==> src/rtl/thermo_decoder_driver.sv <==
// Thermometer-code decoder and phased eFlash input driver.
// One request is decoded into one (rbr) or two (parallel) timed drive phases.
module thermo_decoder_driver #(
    parameter int PULSE_CYCLES = 4
) (
    input  logic       clk_i,
    input  logic       rst_ni,
    input  logic       mode_i,
    input  logic [6:0] data_i,
    input  logic       valid_i,
    output logic       ready_o,
    output logic [7:0] eflash_input_o,
    output logic       drv_en_o,
    output logic       drv_sel_o,
    output logic       done_o,
    output logic       err_o
);

    typedef enum logic [1:0] {
        IDLE,
        DRIVE_1,
        DRIVE_2,
        DONE
    } state_e;

    localparam logic [7:0] CNT_LAST = 8'(PULSE_CYCLES - 1);

    state_e     state_q, state_d;
    logic [7:0] cnt_q, cnt_d;
    logic       mode_q, mode_d;
    logic [6:0] data_q, data_d;
    logic       err_q, err_d;

    logic [7:0] code1, code2;
    logic       req_legal;

    function automatic logic [7:0] therm(input logic [3:0] n);
        logic [7:0] t;
        t = '0;
        for (int i = 0; i < 8; i++) begin
            t[7-i] = (i < int'(n));
        end
        return t;
    endfunction

    function automatic logic rbr_legal(input logic [3:0] v);
        return (v <= 4'd4) || (v == 4'd6) || (v == 4'd9);
    endfunction

    assign req_legal = mode_i ? (data_i <= 7'd72)
                              : rbr_legal(data_i[3:0]);

    // Codes come only from the captured request so the live bus can move freely.
    always_comb begin
        code1 = 8'h00;
        code2 = 8'h00;
        if (mode_q) begin
            if (data_q == 7'd72) begin
                code1 = 8'hFF;
                code2 = 8'hFF;
            end else begin
                code1 = therm(data_q[6:3]);
                code2 = therm({1'b0, data_q[2:0]});
            end
        end else begin
            case (data_q[3:0])
                4'd0, 4'd1, 4'd2, 4'd3, 4'd4:
                    code1 = therm(4'd8 - data_q[3:0]);
                4'd6:    code1 = therm(4'd2);
                default: code1 = 8'h00;
            endcase
        end
    end

    always_comb begin
        state_d        = state_q;
        cnt_d          = cnt_q;
        mode_d         = mode_q;
        data_d         = data_q;
        err_d          = err_q;
        ready_o        = 1'b0;
        drv_en_o       = 1'b0;
        drv_sel_o      = 1'b0;
        eflash_input_o = 8'h00;
        done_o         = 1'b0;
        err_o          = 1'b0;
        case (state_q)
            IDLE: begin
                ready_o = 1'b1;
                if (valid_i) begin
                    mode_d  = mode_i;
                    data_d  = data_i;
                    cnt_d   = 8'd0;
                    err_d   = !req_legal;
                    state_d = req_legal ? DRIVE_1 : DONE;
                end
            end
            DRIVE_1: begin
                drv_en_o       = 1'b1;
                eflash_input_o = code1;
                if (cnt_q == CNT_LAST) begin
                    cnt_d   = 8'd0;
                    state_d = mode_q ? DRIVE_2 : DONE;
                end else begin
                    cnt_d = cnt_q + 8'd1;
                end
            end
            DRIVE_2: begin
                drv_en_o       = 1'b1;
                drv_sel_o      = 1'b1;
                eflash_input_o = code2;
                if (cnt_q == CNT_LAST) begin
                    cnt_d   = 8'd0;
                    state_d = DONE;
                end else begin
                    cnt_d = cnt_q + 8'd1;
                end
            end
            DONE: begin
                done_o  = 1'b1;
                err_o   = err_q;
                state_d = IDLE;
            end
            default: state_d = IDLE;
        endcase
    end

    always_ff @(posedge clk_i or negedge rst_ni) begin
        if (!rst_ni) begin
            state_q <= IDLE;
            cnt_q   <= 8'd0;
            mode_q  <= 1'b0;
            data_q  <= 7'd0;
            err_q   <= 1'b0;
        end else begin
            state_q <= state_d;
            cnt_q   <= cnt_d;
            mode_q  <= mode_d;
            data_q  <= data_d;
            err_q   <= err_d;
        end
    end

endmodule
==> config.mk <==
export PLATFORM = sky130hd
export DESIGN_NAME = thermo_decoder_driver
export DESIGN_NICKNAME = d
export VERILOG_FILES = /design/src/rtl/thermo_decoder_driver.sv
export SDC_FILE = /design/constraint.sdc
export NUM_CORES = 1
export LEC_CHECK = 0
export CORE_UTILIZATION = 50
export CTS_CLUSTER_SIZE = 28
export DETAILED_ROUTE_END_ITERATION = 8
export GPL_TIMING_DRIVEN = 0
export PLACE_DENSITY = 0.75
export SYNTH_ARGS = -nofsm -noshare
export SYNTH_HDL_FRONTEND = slang
export SYNTH_SLANG_ARGS = --single-unit
export TNS_END_PERCENT = 10
==> constraint.sdc <==
create_clock -name clk_i -period 2.6 [get_ports clk_i]
set_clock_uncertainty 0.15 [all_clocks]
set_input_delay 0.52 -clock clk_i [delete_from_list [all_inputs] [get_ports clk_i]]
set_output_delay 0.52 -clock clk_i [all_outputs]
set_load 0.1 [all_outputs]
* Word level (Yosys, flattened, before mapping)
Index checks and enable logic that the tools add are counted.
** Word-level totals
- Logic and storage cells :: 79
- Register bits after elaboration :: 19
** Operators by class
- Equality and inequality tests :: 15
- Reduce and logical (&&, ||, !) cells :: 11
- Multiplexer cells :: 21
- Add/subtract/negate cells :: 2
- Order comparisons :: 25
** Operator list (number)
- 8-bit 2-to-1 mux :: 6
- 8-bit one-hot mux with 2 select lines :: 3
- 3-bit by 4-bit < comparator with 1-bit output, first input constant :: 8
- 1-bit by 4-bit < comparator with 1-bit output, first input constant :: 4
- 2-bit by 4-bit < comparator with 1-bit output, first input constant :: 4
- 4-bit by 3-bit == test with 1-bit output, second input constant :: 3
- 3-bit < comparator, first input constant :: 3
- 8-bit by 1-bit adder with 8-bit output, second input constant :: 1
- 4-bit by 2-bit == test with 1-bit output, second input constant :: 2
- 8-bit by 2-bit == test with 1-bit output, second input constant :: 1
- 2-bit 2-to-1 mux :: 4
- 2-bit one-hot mux with 4 select lines :: 1
- 7-bit == test, second input constant :: 1
- 7-bit <= comparator, second input constant :: 1
- 1-bit 2-to-1 mux :: 7
- 1-bit by 3-bit < comparator with 1-bit output, first input constant :: 2
- 2-bit by 3-bit < comparator with 1-bit output, first input constant :: 2
- 2-bit inequality test, second input constant :: 3
- 5-bit OR reduction :: 1
- 2-bit == test, second input constant :: 2
- 4-bit by 1-bit == test with 1-bit output, second input constant :: 1
- 4-bit == test, second input constant :: 1
- 4-bit by 3-bit <= comparator with 1-bit output, second input constant :: 1
- 4-bit logical NOT :: 1
- other kinds (9) :: 11

* Logic depth before layout (Yosys ltp)
Gate-level depths: netlist of run 1.
- Depth after elaboration :: 7
- Mapped depth :: 7

* Worst setup path after synthesis of run 1
No wires, ideal clock.
- Path kind :: reg-to-output
- Start point :: reg state_q[1]
- End point :: out eflash_input_o[1]
- Buffers on the path :: 0
- Setup slack :: -2757 ps
- Required time :: 1930 ps
- Arrival :: 4687 ps
- Stages on the path, launching flop included :: 5
- Cells stage by stage :: dfrtp_1 > inv_1 > ha_1 > nand2_1 > o41ai_1
** On the way
- Word-level cells in the longest chain between the ends :: 2
- Elaborated cells on any way between the ends :: 3
** RTL lines
- start, declared :: line 28 : state_e state_q, state_d;
- start signal, assigned :: line 136 : state_q <= state_d;
- 2-bit == test or 2-bit by 1-bit == test with 1-bit output (tied branches) :: line 87 : case (state_q)
- 8-bit one-hot mux with 2 select lines * :: line 87
- end, declared :: line 12 : output logic [7:0] eflash_input_o,
Every way passes the cells marked *; elsewhere a longest branch is shown, timed or not.

* Worst setup path after layout of run 1
- Start point :: reg data_q[0]
- End point :: out eflash_input_o[2]
** On the way
- Word-level cells in the longest chain between the ends :: 5
- Elaborated cells on any way between the ends :: 17
** RTL lines
- start, declared :: line 31 : logic [6:0] data_q, data_d;
- start signal, assigned :: line 139 : data_q <= data_d;
- 4-bit subtractor, or another cell as far along :: line 68 : code1 = therm(4'd8 - data_q[3:0]);
- 3-bit by 4-bit < comparator with 1-bit output or 5-bit OR reduction (tied branches) :: line 41, 66
- 8-bit one-hot mux with 2 select lines :: line 66 : case (data_q[3:0])
- 8-bit 2-to-1 mux :: line 57 : if (mode_q) begin
- 8-bit one-hot mux with 2 select lines * :: line 87
Marked as above.

==> flow_summary.yaml, run 1 <==
synthesis:
  mappedNetlistNets: 196
  yosys_cell_types: 48
  syn_area_per_cell_um2: 8.65
  synthCells: 175
  seq_area_frac_synth: 0.314
  number_of_enable_flip_flop_cells_after_synthesis: 0
  yosys_register_bits: 19
  ys.flop_type: "sky130_fd_sc_hd__dfrtp_1"
  async_set_reset_flop_share_out_of_synthesis: 1.00
  synthesis.area_um2: 1510
  synth.yosys.warnings: 0
job:
  cap_violations: 0
clocking:
  clk_pin_slew_worst_paths_ns: 0.10
  clock_path_buffers: 2
  cts.root.buffer_cell: "sky130_fd_sc_hd__clkbuf_4"
  cts_tree: "done"
  clk-insertion-delay-late_ns: 0.29
  tritoncts_num_sinks: 19
  cts-htree-levels: 1
  tritoncts_buffer_count: 3
timing:
  report.final.slew_viol_count: 0
  hold_violations: 0
  clock.fmax_ghz: 0.344
  hold_ws_ns: 0.349
  rsz0062_at_grt: "true"
  final.period_utilization: 1.12
  setup_viol: 8
  timing_worst_slew_pin_value_ns: 0.956
  post-route-worst-setup-slack_ns: -0.310
  fin_tns_setup_ns: -1.90
  relSlewSlack: 0.365
  period_minus_slack_ns: 2.91
die:
  floorplan.core_area_um2: 2810
  die_x_um: 57.0
  fp.dieH_um: 57.0
  number_of_rows_in_the_core_area: 19
  floorplan.initialDensity: 0.540
  die-area_um2: 3250
  boundaryPins: 24
global_route:
  global_route_wire_length_before_repair_um: 7180
  grt_overflow: 0
  grt.total_usage: 0.284
  antenna_found_initial: 0
  largest_net_degree_at_the_start_of_global_routing: 20
  number_of_global_route_vias_before_repair: 1540
placement:
  dp.final_hpwl_um: 3010
  finalWeightedCongestion: 0.947
  port-buffer-count: 23
  dpl-instance-area_um2: 1930
final_layout:
  syn2layout_area_growth_pct: 46.7
  net_count_reported_at_finish: 234
  post_route_cells_drive_above_1_share: 0.354
  n_antenna_cell: 0
  filler_cell_count: 177
  final_cell_area_um2: 2220
power:
  combPwrFrac: 0.063
  max-vdd-ir-drop_v: 0.000239
  share_clk_of_total_power: 0.313
  seq_power_share: 0.624
  sw_frac_of_total: 0.215
  leakage_uw: 0.000906
  p_sw_uw: 102
  internal_power_uw: 371
  powerDensity_nw_per_um2: 213
drt:
  drt_first_iter_violations: 86
  vias_post_dr: 1562
  post-route-drc-count: 4
  antenna_violating_nets_post_route: 0
  wl_um: 4330
  first_pass_iters: 6
  avgRoutedWirePerCell_um: 17.8
  vias_per_cell: 6.43
setup_path:
  r2r_cells: 5
  worstSetupStartpointType: "flip-flop"
  r2r_setup_slack_ns: 0.40
  slowest_library_cell_on_the_worst_path: "sky130_fd_sc_hd__dfrtp_2"
  worstPathMaxFanout: 5
  element_type_at_the_critical_path_end: "output port"
  max_stage_delay_ns: 0.49
  worst-endpoint-arrival_ns: 2.24
  crit_required_ns: 1.93
  crit_type: "reg2out"
  crit_chain: "buf_6, or2_4, a2111o_1, a21oi_2, o221a_2, buf_12"
hold_path:
  hold_path_class: "reg2reg"
  holdPathStages: 2
status:
  violations: "design-rule violations, negative setup slack"
  run_status: "complete, but fails checks"
## worst max-delay path, delay by kind of cell (launching register included)
kind	cells	cell delay (ns)
AO/OA/AOI/OAI	3	0.88
buffers and inverters	2	0.32
flip-flops	1	0.49
AND/OR/NAND/NOR	1	0.25
## kinds of logic after synthesis
family,share of synthesized area
fa+ha+maj,0.0826
flops,0.314
buf+inv,0.0322
compound gates,0.214
mux,0.0802
simple gates,0.254
xor+xnor,0.0231
## placed cells by master (no fill, tap or decap), drive strengths merged, types with 3 or more instances in the layout
cell type and instances:
nor2 13, nor2b 5, nand4 4, dfrtp 19, clkdlybuf4s15 4, a21boi 3, mux2 9, buf 19
a31oi 3, nand2 17, ha 10, clkdlybuf4s50 10, nand3 6, clkbuf 10, a21oi 8, o21ai 10
nor3 6, nand2b 6, xor2 4, inv 6
## flip-flops by register name, summed over array words and instances (netlist names)
name	flops
cnt_q	8
data_q	7
err_q	1
mode_q	1
state_q	2
## metal layers
metal / GRT usage / part of all wire / vias to the layer above
li1: - / - / 732
met1: 0.360 / 0.42 / 761
met2: 0.489 / 0.51 / 57
met3: 0.0204 / 0.043 / 12
met4: 0.146 / 0.025 / 0
met5: 0 / 0 / -
## worst paths after layout
path | to | from
worst max-delay path | eflash_input_o[2] | data_q[0]$_DFFE_PN0P_
worst min-delay path | err_q$_DFFE_PN0P_ | err_q$_DFFE_PN0P_
worst max register to register | state_q[0]$_DFFE_PN0P_ | cnt_q[0]$_DFFE_PN0P_
worst min register to register | err_q$_DFFE_PN0P_ | err_q$_DFFE_PN0P_
max in group asynchronous | state_q[0]$_DFFE_PN0P_ | rst_ni
min in group asynchronous | data_q[5]$_DFFE_PN0P_ | rst_ni
## timing repair
action                                  in CTS  in global routing
pin swaps                                    8                  8
hold buffers                                 0                  0
setup buffers                                7                  4
endpoints found under the setup margin      13                 10
resized for setup                           90                 20
gates cloned                                 0                  0
endpoints found under the hold margin        0                  0
## final cells by class
class                   instances  area (um2)  area share
multi-input cells             143        1240       0.559
repair buffers                 34         370       0.167
inverters                       6        30.0      0.0135
clock buffers                   4        26.3      0.0118
well taps                      31        38.8      0.0175
flip-flops and latches         19         478       0.215
plain buffers                   6        35.0      0.0158
## Yosys cell counts (6+ instances only)
master / number / area, um2
sky130_fd_sc_hd__o21ai_0: 10 / 50.1
sky130_fd_sc_hd__mux2_2: 9 / 101
sky130_fd_sc_hd__clkbuf_1: 7 / 26.3
sky130_fd_sc_hd__nand2b_1: 6 / 37.5
sky130_fd_sc_hd__nor2_1: 13 / 48.8
sky130_fd_sc_hd__ha_1: 10 / 125
sky130_fd_sc_hd__dfrtp_1: 19 / 475
sky130_fd_sc_hd__a21oi_1: 8 / 40.0
sky130_fd_sc_hd__nor3_1: 6 / 30.0
sky130_fd_sc_hd__inv_1: 6 / 22.5
sky130_fd_sc_hd__nand3_1: 6 / 30.0
sky130_fd_sc_hd__nand2_1: 17 / 63.8
## power groups by stage
stage          clock (uW)  sequential, uW  combinational (uW)
2_1_floorplan           0             301                4.53
3_5_place_dp            0             301                29.8
4_1_cts               152             295                29.9
6_report              148             295                29.7
3_3_place_gp            0             301                29.4
5_1_grt               160             295                32.5
## stage by stage
step	instances	utilization	power, uW	worst slack, ns
2_1_floorplan	175	-	306	-0.426
3_3_place_gp	229	0.688	331	-1.24
3_5_place_dp	229	0.688	331	-1.29
4_1_cts	240	0.755	478	-0.304
5_1_grt	243	0.792	488	-0.379
6_report	243	0.792	473	-0.310
Power figures use the tool's default switching activity.
==> run 2: changes to the inputs <==
RECOVER_POWER = 50   (was default)
REMOVE_ABC_BUFFERS = 1   (was default)
clock period = 2.8 ns   (was 2.6 ns; I/O delays follow)
==> flow_summary.yaml, run 2 (synthesized netlist as in run 1, its figures left out) <==
status:
  run_status: "complete, but fails checks"
  violations: "design-rule violations, negative setup slack"
power:
  post-layout-total-power_uw: 446
  powerDensity_nw_per_um2: 216
  leakage_uw: 0.000875
  max-vdd-ir-drop_v: 0.000207
global_route:
  number_of_global_route_vias_before_repair: 1365
  grt.total_usage: 0.254
  largest_net_degree_at_the_start_of_global_routing: 20
  grt_overflow: 0
  antenna_found_initial: 0
  global_route_wire_length_before_repair_um: 6520
die:
  floorplan.core_area_um2: 2810
  die-area_um2: 3250
  fp.dieH_um: 57.0
  number_of_rows_in_the_core_area: 19
  boundaryPins: 24
  die_x_um: 57.0
  floorplan.initialDensity: 0.540
setup_path:
  crit_required_ns: 2.09
  critical_path_buf_inv_count: 2
  worstSetupStartpointType: "flip-flop"
  r2r_cells: 5
  worst-endpoint-arrival_ns: 2.24
  rr_startpoint: "cnt_q[0]$_DFFE_PN0P_"
  crit_type: "reg2out"
  slowest_library_cell_on_the_worst_path: "sky130_fd_sc_hd__a2111o_1"
  max_stage_delay_ns: 0.49
  element_type_at_the_critical_path_end: "output port"
  worstReg2RegEnd: "state_q[0]$_DFFE_PN0P_"
  crit_chain: "buf_6, or2_4, a2111o_1, a21oi_2, o221a_2, buf_12"
  r2r_setup_slack_ns: 0.62
  worstPathMaxFanout: 7
  critPathTopFamily: "compound AO/OA/AOI/OAI gates"
timing:
  fin_tns_setup_ns: -0.620
  hold_violations: 0
  final.period_utilization: 1.05
  relSlewSlack: 0.355
  report.final.slew_viol_count: 0
  post-route-worst-setup-slack_ns: -0.147
  setup_viol: 7
  period_minus_slack_ns: 2.95
  rsz0062_at_grt: "true"
  clock.fmax_ghz: 0.339
  timing_worst_slew_pin_value_ns: 0.965
placement:
  port-buffer-count: 23
  post-place-ws_ns: -1.04
  finalWeightedCongestion: 0.925
  dp.final_hpwl_um: 2750
drt:
  vias_post_dr: 1496
  post-route-drc-count: 4
  drt_first_iter_violations: 148
  antenna_violating_nets_post_route: 0
  avgRoutedWirePerCell_um: 17.4
  wl_um: 4150
  first_pass_iters: 6
  vias_per_cell: 6.29
job:
  cap_violations: 0
final_layout:
  biggestRegsByFlops: "cnt_q: 8 flops, data_q: 7 flops, state_q: 2 flops"
  syn2layout_area_growth_pct: 36.5
  n_antenna_cell: 0
  post_route_cells_drive_above_1_share: 0.304
  regMostFlops: "cnt_q"
  layout.cells.most_common_list: "sky130_fd_sc_hd__nand2_1 (17), sky130_fd_sc_hd__dfrtp_1 (14), sky130_fd_sc_hd__nor2_1 (13)"
  max_reg_flops: 8
  net_count_reported_at_finish: 229
  layout.cells.most_common: "sky130_fd_sc_hd__nand2_1"
hold_path:
  holdPathStages: 2
  hold_path_class: "reg2reg"
  hold-path-endpoint: "err_q$_DFFE_PN0P_"
  holdCritStartpoint: "err_q$_DFFE_PN0P_"
clocking:
  tritoncts_num_sinks: 19
  cts.root.buffer_cell: "sky130_fd_sc_hd__clkbuf_4"
  clk-insertion-delay-late_ns: 0.31
  clk_pin_slew_worst_paths_ns: 0.10
  cts_tree: "done"
  cts-htree-levels: 1
  clock_path_buffers: 2
  tritoncts_buffer_count: 3
## run 2: tightest hold or removal path, cell delays in order (launching register included)
cell and delay (ns):
sky130_fd_sc_hd__dfrtp_1 0.38, sky130_fd_sc_hd__nand2_1 0.06, sky130_fd_sc_hd__o21ai_0 0.06
## run 2: worst max path at each step
stage | startpoint | endpoint | cells past startpoint | slack [ns]
6_report | data_q[0]$_DFFE_PN0P_ | eflash_input_o[3] | 6 | -0.15
5_1_grt | data_q[0]$_DFFE_PN0P_ | eflash_input_o[3] | 6 | -0.22
4_1_cts | data_q[1]$_DFFE_PN0P_ | eflash_input_o[1] | 6 | -0.17
3_5_place_dp | data_q[1]$_DFFE_PN0P_ | eflash_input_o[3] | 7 | -1.04
3_3_place_gp | data_q[1]$_DFFE_PN0P_ | eflash_input_o[2] | 7 | -0.96
2_1_floorplan | state_q[1]$_DFFE_PN0P_ | eflash_input_o[1] | 4 | -2.73
## run 2: layer usage
metal  up-vias  share of wire  GRT usage  wire [um]
met5         -              0          0          0
met3         2          0.073     0.0340        302
met1       706           0.45      0.377       1880
met4         0         0.0034     0.0557         14
met2        66           0.47      0.397       1960
li1        722              -          -          -
## run 2: report_power, final
part / switching (uW) / internal, uW
combinational: 12.2 / 14.1
clock: 91.0 / 54.5
sequential: 0 / 274
## run 2: layout make-up
type,instances,area [um2]
Sequential cell,19,482
Timing Repair Buffer,35,355
Fill cell,220,738
Multi-Input combinational cell,143,1140
Clock inverter,1,7.51
Tap cell,31,38.8
Inverter,6,22.5
Clock buffer,3,22.5
## run 2: what timing repair did
action,CTS,global route
setup endpoints to repair,12,10
setup buffers,3,9
pin swaps,5,6
hold buffers,0,0
endpoints found under the hold margin,0,0
resized for setup,93,16
## run 2: metrics by stage
step | cells | hold WS (ns) | util | cell area, um2
after floorplan | 168 | 0.114 | - | 1490
after global placement | 222 | 0.339 | 0.626 | 1760
after detailed placement | 222 | 0.354 | 0.626 | 1760
after CTS | 229 | 0.378 | 0.688 | 1930
after global routing | 238 | 0.428 | 0.737 | 2070
final | 238 | 0.385 | 0.737 | 2070
